`config.mk`:
```
export PLATFORM = sky130hd
export DESIGN_NAME = ps2_scancode_rx
export DESIGN_NICKNAME = d
export VERILOG_FILES = /design/src/rtl/ps2_pkg.sv /design/src/rtl/ps2_line_filter.sv /design/src/rtl/ps2_scancode_rx.sv
export SDC_FILE = /design/constraint.sdc
export NUM_CORES = 1
export LEC_CHECK = 0
export CAP_MARGIN = 20
export CORE_MARGIN = 5
export CORE_UTILIZATION = 50
export DETAILED_ROUTE_END_ITERATION = 10
export PLACE_DENSITY = 0.82
export SLEW_MARGIN = 20
export SYNTH_ARGS = -nofsm -noshare
export SYNTH_HDL_FRONTEND = slang
export SYNTH_SLANG_ARGS = --single-unit
```
`constraint.sdc`:
```
create_clock -name CLOCK_50 -period 1.6 [get_ports CLOCK_50]
set_clock_uncertainty 0.1 [all_clocks]
set_input_delay 0.32 -clock CLOCK_50 [delete_from_list [all_inputs] [get_ports CLOCK_50]]
set_output_delay 0.32 -clock CLOCK_50 [all_outputs]
set_load 0.005 [all_outputs]
```
`src/rtl/ps2_pkg.sv`:
```
// Shared definitions for the PS/2 scancode receiver: FSM states, protocol
// prefix bytes, the "no key held" code and the game key codes.
package ps2_pkg;

    typedef enum logic [1:0] {
        ST_IDLE,
        ST_DATA,
        ST_PARITY,
        ST_STOP
    } ps2_state_e;

    localparam logic [7:0] PS2_EXT   = 8'hE0;
    localparam logic [7:0] PS2_BREAK = 8'hF0;
    localparam logic [7:0] PS2_EMPTY = 8'h05;

    localparam logic [7:0] KEY_A     = 8'h1C;
    localparam logic [7:0] KEY_S     = 8'h1B;
    localparam logic [7:0] KEY_D     = 8'h23;
    localparam logic [7:0] KEY_F     = 8'h2B;
    localparam logic [7:0] KEY_SPACE = 8'h29;

endpackage

```
`src/rtl/ps2_line_filter.sv`:
```
// PS/2 pin conditioning: two-flop synchronizers on both pins, a run-length
// filter on the clock pin, and a one-cycle pulse on each filtered falling edge.
module ps2_line_filter #(
    parameter int CLK_FILTER_LEN = 8
) (
    input  logic clk,
    input  logic reset,
    input  logic ps2_clk,
    input  logic ps2_dat,
    output logic fall_evt,
    output logic dat_sync
);

    localparam int CNT_W = $clog2(CLK_FILTER_LEN + 1);

    logic             clk_s1_q, clk_s2_q, dat_s1_q, dat_s2_q;
    logic             filt_q, filt_d;
    logic             fall_q, fall_d;
    logic [CNT_W-1:0] cnt_q, cnt_d;

    // Count consecutive synced samples that disagree with the filtered level;
    // the filtered level flips only once CLK_FILTER_LEN of them are in a row.
    always_comb begin
        filt_d = filt_q;
        cnt_d  = '0;
        fall_d = 1'b0;
        if (clk_s2_q != filt_q) begin
            if (cnt_q == CNT_W'(CLK_FILTER_LEN - 1)) begin
                filt_d = clk_s2_q;
                fall_d = ~clk_s2_q;
            end else begin
                cnt_d = cnt_q + CNT_W'(1);
            end
        end
    end

    // Synchronizers idle high like the bus; filter state restarts at idle.
    always_ff @(posedge clk) begin
        if (reset) begin
            clk_s1_q <= 1'b1;
            clk_s2_q <= 1'b1;
            dat_s1_q <= 1'b1;
            dat_s2_q <= 1'b1;
            filt_q   <= 1'b1;
            cnt_q    <= '0;
            fall_q   <= 1'b0;
        end else begin
            clk_s1_q <= ps2_clk;
            clk_s2_q <= clk_s1_q;
            dat_s1_q <= ps2_dat;
            dat_s2_q <= dat_s1_q;
            filt_q   <= filt_d;
            cnt_q    <= cnt_d;
            fall_q   <= fall_d;
        end
    end

    assign fall_evt = fall_q;
    assign dat_sync = dat_s2_q;

endmodule

```
`src/rtl/ps2_scancode_rx.sv`:
```
// PS/2 device-to-host receiver: frames 11-bit words on filtered clock falling
// edges, accepts bytes, and resolves E0/F0 prefixes into held make codes.
// Optional: define PS2_PARITY_CHECK_EN to reject bytes with bad odd parity.
module ps2_scancode_rx
    import ps2_pkg::*;
#(
    parameter int         CLK_FILTER_LEN = 8,
    parameter int         TIMEOUT_CYCLES = 50000,
    parameter logic [7:0] EMPTY_CODE     = PS2_EMPTY
) (
    input  logic       CLOCK_50,
    input  logic       reset,
    input  logic       PS2_CLK,
    input  logic       PS2_DAT,
    output logic [7:0] scancode,
    output logic       code_valid,
    output logic       is_break,
    output logic       is_extended,
    output logic [7:0] byte_out,
    output logic       byte_valid,
    output logic       frame_err
);

    localparam int TMO_W = $clog2(TIMEOUT_CYCLES + 1);

    logic fall_evt, dat_sync, par_ok;

    ps2_state_e       state_q, state_d;
    logic [2:0]       bit_cnt_q, bit_cnt_d;
    logic [7:0]       shift_q, shift_d;
    logic             par_q, par_d;
    logic [TMO_W-1:0] tmo_q, tmo_d;
    logic             ext_pend_q, ext_pend_d, brk_pend_q, brk_pend_d;
    logic [7:0]       scancode_q, scancode_d, byte_out_q, byte_out_d;
    logic             code_valid_q, code_valid_d, byte_valid_q, byte_valid_d;
    logic             is_break_q, is_break_d, is_ext_q, is_ext_d;
    logic             frame_err_q, frame_err_d;

    ps2_line_filter #(
        .CLK_FILTER_LEN(CLK_FILTER_LEN)
    ) u_line_filter (
        .clk      (CLOCK_50),
        .reset    (reset),
        .ps2_clk  (PS2_CLK),
        .ps2_dat  (PS2_DAT),
        .fall_evt (fall_evt),
        .dat_sync (dat_sync)
    );

`ifdef PS2_PARITY_CHECK_EN
    assign par_ok = ^{shift_q, par_q};
`else
    assign par_ok = 1'b1;
`endif

    // Frame FSM, inactivity timeout, byte acceptance and prefix decode.
    always_comb begin
        state_d      = state_q;
        bit_cnt_d    = bit_cnt_q;
        shift_d      = shift_q;
        par_d        = par_q;
        ext_pend_d   = ext_pend_q;
        brk_pend_d   = brk_pend_q;
        scancode_d   = scancode_q;
        byte_out_d   = byte_out_q;
        is_break_d   = is_break_q;
        is_ext_d     = is_ext_q;
        code_valid_d = 1'b0;
        byte_valid_d = 1'b0;
        frame_err_d  = 1'b0;

        if (state_q == ST_IDLE || fall_evt) begin
            tmo_d = '0;
        end else begin
            tmo_d = tmo_q + TMO_W'(1);
        end

        case (state_q)
            ST_IDLE: begin
                // A high start bit is a stray edge and is ignored.
                if (fall_evt && !dat_sync) begin
                    state_d   = ST_DATA;
                    bit_cnt_d = 3'd0;
                end
            end
            ST_DATA: begin
                if (fall_evt) begin
                    shift_d   = {dat_sync, shift_q[7:1]};
                    bit_cnt_d = bit_cnt_q + 3'd1;
                    if (bit_cnt_q == 3'd7) begin
                        state_d = ST_PARITY;
                    end
                end
            end
            ST_PARITY: begin
                if (fall_evt) begin
                    par_d   = dat_sync;
                    state_d = ST_STOP;
                end
            end
            ST_STOP: begin
                if (fall_evt) begin
                    state_d = ST_IDLE;
                    if (dat_sync && par_ok) begin
                        byte_valid_d = 1'b1;
                        byte_out_d   = shift_q;
                        if (shift_q == PS2_EXT) begin
                            ext_pend_d = 1'b1;
                        end else if (shift_q == PS2_BREAK) begin
                            brk_pend_d = 1'b1;
                        end else begin
                            code_valid_d = 1'b1;
                            is_break_d   = brk_pend_q;
                            is_ext_d     = ext_pend_q;
                            ext_pend_d   = 1'b0;
                            brk_pend_d   = 1'b0;
                            if (!brk_pend_q) begin
                                scancode_d = shift_q;
                            end else if (shift_q == scancode_q) begin
                                scancode_d = EMPTY_CODE;
                            end
                        end
                    end else begin
                        frame_err_d = 1'b1;
                    end
                end
            end
            default: state_d = ST_IDLE;
        endcase

        // An edge arriving on the expiry cycle keeps the frame alive.
        if (state_q != ST_IDLE && !fall_evt && tmo_q >= TMO_W'(TIMEOUT_CYCLES)) begin
            state_d     = ST_IDLE;
            frame_err_d = 1'b1;
            tmo_d       = '0;
        end
    end

    // Control and output registers.
    always_ff @(posedge CLOCK_50) begin
        if (reset) begin
            state_q      <= ST_IDLE;
            bit_cnt_q    <= 3'd0;
            tmo_q        <= '0;
            ext_pend_q   <= 1'b0;
            brk_pend_q   <= 1'b0;
            scancode_q   <= EMPTY_CODE;
            byte_out_q   <= 8'h00;
            code_valid_q <= 1'b0;
            byte_valid_q <= 1'b0;
            is_break_q   <= 1'b0;
            is_ext_q     <= 1'b0;
            frame_err_q  <= 1'b0;
        end else begin
            state_q      <= state_d;
            bit_cnt_q    <= bit_cnt_d;
            tmo_q        <= tmo_d;
            ext_pend_q   <= ext_pend_d;
            brk_pend_q   <= brk_pend_d;
            scancode_q   <= scancode_d;
            byte_out_q   <= byte_out_d;
            code_valid_q <= code_valid_d;
            byte_valid_q <= byte_valid_d;
            is_break_q   <= is_break_d;
            is_ext_q     <= is_ext_d;
            frame_err_q  <= frame_err_d;
        end
    end

    // Frame shift register and parity bit carry no reset.
    always_ff @(posedge CLOCK_50) begin
        shift_q <= shift_d;
        par_q   <= par_d;
    end

    assign scancode    = scancode_q;
    assign code_valid  = code_valid_q;
    assign is_break    = is_break_q;
    assign is_extended = is_ext_q;
    assign byte_out    = byte_out_q;
    assign byte_valid  = byte_valid_q;
    assign frame_err   = frame_err_q;

endmodule

```
After elaboration in Yosys (flattened, before gate mapping)

Cells that the tools add are included.

Register bits: 62
Bits in latches: 0
RAM bits: 0
Input bits: 4
Memories: 0
Word-level logic and storage cells: 92
Output and inout port bits: 21
Bits in read-only memories: 0

Shift-type cells: 0
Equality and inequality tests: 16
Magnitude comparators: 1
Div/mod/pow operators: 0
Multipliers: 0
Add/sub/neg operators: 3
Reduce and logical (&&, ||, !) cells: 24
Multiplexer cells: 20
Bitwise logic cells: 8

Operator list:

| kind                                                       | number |
|---|---|
| adder 16 x 1 -> 16 bit (second input constant)             | 1 |
| equality test 8 bit (second input constant)                | 2 |
| greater-or-equal comparator 16 bit (second input constant) | 1 |
| 2-to-1 mux 8 bit                                           | 2 |
| OR reduction 3 bit                                         | 4 |
| 2-to-1 mux 2 bit                                           | 5 |
| != test 2 x 1 -> 1 bit (second input constant)             | 5 |
| AND reduction 5 bit                                        | 2 |
| 2-to-1 mux 1 bit                                           | 9 |
| equality test 8 bit                                        | 1 |
| inverter 1 bit                                             | 8 |
| one-hot mux 2 bit (4 select lines)                         | 1 |
| AND reduction 4 bit                                        | 2 |
| 2-to-1 mux 3 bit                                           | 2 |
| one-hot mux 3 bit (2 select lines)                         | 1 |
| AND reduction 3 bit                                        | 2 |
| AND reduction 6 bit                                        | 1 |
| OR reduction 5 bit                                         | 1 |
| adder 4 x 1 -> 4 bit (second input constant)               | 1 |
| equality test 2 bit (second input constant)                | 2 |
| equality test 4 x 3 -> 1 bit (second input constant)       | 1 |
| != test 2 bit (second input constant)                      | 2 |
| AND reduction 2 bit                                        | 2 |
| nonzero test 2 bit                                         | 2 |
| 9 further kinds                                            | 12 |

Depth between registers and ports, before layout

Depth after elaboration: 4
Depth in mapped cells: 6
Gate-level depth less buffers: 6

Hierarchy

Synthesis repeated with hierarchy kept, for this count alone.

Cells, all modules: 274
Area, all modules: 2667.6 µm²

By module, submodules not included:

| module          | area each (µm²) | sequential area each (µm²) | cells each | times used |
|---|---|---|---|---|
| ps2_scancode_rx | 2314.7          | 1121.1                     | 244        | 1 |
| ps2_line_filter | 352.8           | 200.2                      | 30         | 1 |

Worst setup path after synthesis

Ideal clock, no wire load.

Path kind: register to register
Start: register shift_q[3]
End: register scancode_q[0] (netlist: scancode[0])
Setup slack: -108 ps
Cell stages (with the launch flop): 5
Clock period less this slack: 1708 ps
Required time: 1381 ps
Arrival time: 1490 ps
Setup time: 119 ps
Path buffers: 0
Path through: edfxtp_1 -> and4bb_2 -> a21oi_1 -> or2_2 -> o221a_2

Word-level cells in the longest chain between the ends: 3
Elaborated cells between the ends (all ways): 7
Those cells by class: eq/ne: 4; bitwise: 2; reduce/logical: 1

RTL lines:

| item                                                               | line                                                                   | RTL |
|---|---|---|
| from (decl)                                                        | ps2_scancode_rx.sv:30                                                  | `logic [7:0] shift_q, shift_d;` |
| from (signal assigned)                                             | ps2_scancode_rx.sv:172                                                 | `shift_q <= shift_d;` |
| equality test 8 bit, on equally long branches                      | ps2_scancode_rx.sv:119, ps2_scancode_rx.sv:107, ps2_scancode_rx.sv:109 |  |
| != test 2 x 1 -> 1 bit (no line) or inverter 1 bit (tied branches) | n/a                                                                    |  |
| AND reduction 6 bit (no line) (*)                                  | n/a                                                                    |  |
| to (signal assigned)                                               | ps2_scancode_rx.sv:160                                                 | `scancode_q <= scancode_d;` |
| to (decl)                                                          | ps2_scancode_rx.sv:34                                                  | `logic [7:0] scancode_q, scancode_d, byte_out_q, byte_out_d;` |

Mark *: on every way between the ends. The rest lies on a longest branch, timed or not.
A chain may end at the register's enable or synchronous reset.

Final worst setup path

Start: register state_q[0]
End: register state_q[0]

Word-level cells in the longest chain between the ends: 4
Elaborated cells between the ends (all ways): 15
Those cells by class: eq/ne: 8; mux: 1; reduce/logical: 6

RTL lines:

| item                                                        | line                   | RTL |
|---|---|---|
| from (decl)                                                 | ps2_scancode_rx.sv:28  | `ps2_state_e state_q, state_d;` |
| from (signal assigned)                                      | ps2_scancode_rx.sv:155 | `state_q <= state_d;` |
| branches (longest 4 deep; another with AND reduction 5 bit) | n/a                    |  |

Parallel ways; which one is timed is not known.

==> flow_metrics.tcl <==
set metrics [dict create \
    status "complete, but fails checks" \
    violations "setup timing" \
    cp_top_family "simple AND/OR/NAND/NOR gates" \
    cts_sinks 62 \
    maxSlewHeadroom_pct 69.9 \
    p_per_area_nw_per_um2 986 \
    startpoint "state_q[0]" \
    syn_inst 271 \
    synth_seq_cells 62 \
    core_area_sq_um 5110 \
    synth_area_sq_um 2630 \
    nets 358 \
    worstReg2RegStart "state_q[0]" \
    critPathMaxFanout 3 \
    max_stage_delay_ps 380 \
    synthArstFlopShare_pct 0 \
    drive_gt1_share_pct 31.2 \
    crit_slowest_cell "dfxtp_4" \
    dp.cells 392 \
    drv_cap 0 \
    syn-num-nets 285 \
    p_comb_share_pct 14.0 \
    ys.flop_type "dfxtp_1" \
    hold_viol 0 \
    layout.cells.non_filler 419 \
    grt_usage_pct 19.1 \
    power_mw 3.68 \
    fillers 354 \
    setup_viol 4 \
    avgSynthCellArea_sq_um 9.70 \
    crit_path_start_kind "register" \
    cts-htree-levels 3 \
    worst-path-buf-inv 2 \
    initial_utilization_pct 51.4 \
    fin_hold_ws_ps 301 \
    syn_to_final_growth_pct 42.0 \
    hold_class "reg2reg" \
    port_buffers 24 \
    grt_pass1_wl_um 9580 \
    ctsHoldBuffers 0 \
    ys_types 42 \
    grt_max_degree 20 \
    rows 26 \
    end_kind "register" \
    drc 0 \
    route.antenna.remaining_nets 0 \
    via_count 2178 \
    grt_antenna_before_repair 0 \
    utilization_pct 73.1 \
    netSwitchingFraction_pct 25.3 \
    wire_per_inst_um 14.8 \
    place_ws_ps -376 \
    clockBufferDepth 2 \
    tritoncts "built" \
    synth-seq-area-share_pct 50.3 \
    hp-start "u_line_filter.clk_s1_q" \
    drtIter0Drc 115 \
    drv_slew 0 \
    die_h_um 82.5 \
    min_period_ps 1640 \
    path_cells "ha_4, buf_6, buf_6, nor3_2, o211ai_1, nor3_1, a211oi_2" \
    ir_worst_vdd_v 0.000711 \
    rsz0062_at_grt "yes" \
    diodes 0 \
    cts-buffers-inserted 9 \
    grt.overflow.total 0 \
    wirelength_um 6220 \
    power.leakage_nw 1.50 \
    dieArea_sq_um 6800 \
    p_int_mw 2.75 \
    ios 25 \
    dr.pass1.iters 4 \
    p_switching_mw 0.930 \
    cp.required_ps 1710 \
    max_freq_mhz 610 \
    crit_type "reg2reg" \
    setup_ws_ps -39.4 \
    cp_common_cell "buf_6" \
    synth_edf_count 8 \
    clkSlewWorstSetupHoldPaths_ps 70 \
    p_clk_share_pct 41.1 \
    root_buffer "clkbuf_8" \
    fp.dieW_um 82.5 \
    clk_latency_ps 340 \
    grt_pass1_vias 2044 \
    worstPathArrival_ps 1750 \
    yosys_warnings 0 \
    p_seq_share_pct 44.9 \
    worst_slew_pin_slew_ps 450 \
    dp_hpwl_um 3890 \
    post_drt_via_cell_ratio 5.20 \
    post-route-period-util_pct 102 \
    gp_congestion 0.770 \
]
-- layout make-up --
type | count | area (sq um) | share of cell area, %
multi-input cells | 192 | 1420 | 37.9
flip-flops and latches | 62 | 1340 | 35.9
repair buffers | 70 | 622 | 16.7
clock buffers | 12 | 178 | 4.76
well taps | 70 | 87.6 | 2.35
clock inverters | 4 | 50.0 | 1.34
inverters | 9 | 38.8 | 1.04
-- through the flow --
step	TNS, ps	instance area [sq um]
6_report	-99.8	3730
5_1_grt	-1020	3730
4_1_cts	-23.5	3620
3_5_place_dp	-8700	3200
3_3_place_gp	-6630	3200
2_1_floorplan	-7.55	2640
-- cells by family after synthesis --
group,Yosys count,synth area share [%]
adder cells (fa/ha/maj),10,4.76
AO/OA/AOI/OAI,44,11.7
flip-flops,62,50.3
multiplexers,3,1.14
buffers and inverters,17,2.71
XOR/XNOR,24,8.00
AND/OR/NAND/NOR,111,21.4
-- power by group through the flow --
stage               registers [mW]  clock network, mW  logic, mW
floorplan                     1.65                  0      0.269
global placement              1.65                  0      0.388
detailed placement            1.66                  0      0.407
CTS                           1.65               1.54      0.493
global route                  1.65               1.63      0.558
finish                        1.65               1.51      0.514
-- what timing repair did --
action                                  4_1_cts  5_1_grt
gates cloned                                  0        0
pin swaps                                     7        7
gates resized for setup                      47       25
endpoints found under the setup margin       43       39
setup buffers                                12        0
-- final timing paths --
check,depth (start not counted),slack [ps],end
min,1,300,u_line_filter.clk_s2_q
min reg2reg,1,300,u_line_filter.clk_s2_q
max,7,-40,state_q[0]
max reg2reg,7,-40,state_q[0]
-- registers in the layout, indices dropped and copies added, names as in the netlist, 2 cells and up --
register and cells:
bit_cnt_q 3, byte_out 8, scancode 8, shift_q 8, state_q 2, tmo_q 16, u_line_filter.cnt_q 4
-- cell usage in the layout, fill, tap and decap left out, types with 3 or more instances in the layout --
cell / count
dfxtp_1: 42
buf_4: 41
nor2_1: 32
nand2_1: 32
xnor2_1: 22
a21oi_1: 14
dlygate4sd2_1: 11
dfxtp_2: 10
clkbuf_8: 9
dlymetal6s2s_1: 9
edfxtp_1: 8
inv_1: 7
o21ai_0: 7
nand4_1: 6
a22oi_1: 6
nor3_1: 6
ha_1: 5
nand3_1: 4
or2_2: 4
nand2b_1: 4
nor4_2: 4
ha_4: 4
clkdlybuf4s50_1: 4
buf_6: 4
mux2i_1: 3
-- routing by layer --
| metal | track usage, % | wire (um) |
|---|---|---|
| met2 | 32.4 | 3150 |
| met1 | 22.0 | 2690 |
| met4 | 8.82 | 123 |
| met5 | 0 | 0 |
| met3 | 5.86 | 257 |
-- cell usage after synthesis, drive strengths merged (2+ instances only) --
master	count	area [sq um]
dfxtp	54	1080
nor2	34	128
nand2	32	120
xnor2	22	193
a21oi	16	83.8
ha	10	125
inv	9	33.8
edfxtp	8	240
o21ai	8	40.0
clkbuf	7	26.3
nor3	7	35.0
a22oi	6	45.0
nand3	6	30.0
nand4	6	37.5
nor4	5	46.3
or2	5	31.3
nand2b	4	25.0
mux2i	3	30.0
a2111oi	2	36.3
a211oi	2	15.0
and3	2	12.5
nand3b	2	15.0
nor4b	2	17.5
o211ai	2	15.0
o221a	2	22.5
xor2	2	17.5
Power figures use the tool's default switching activity.
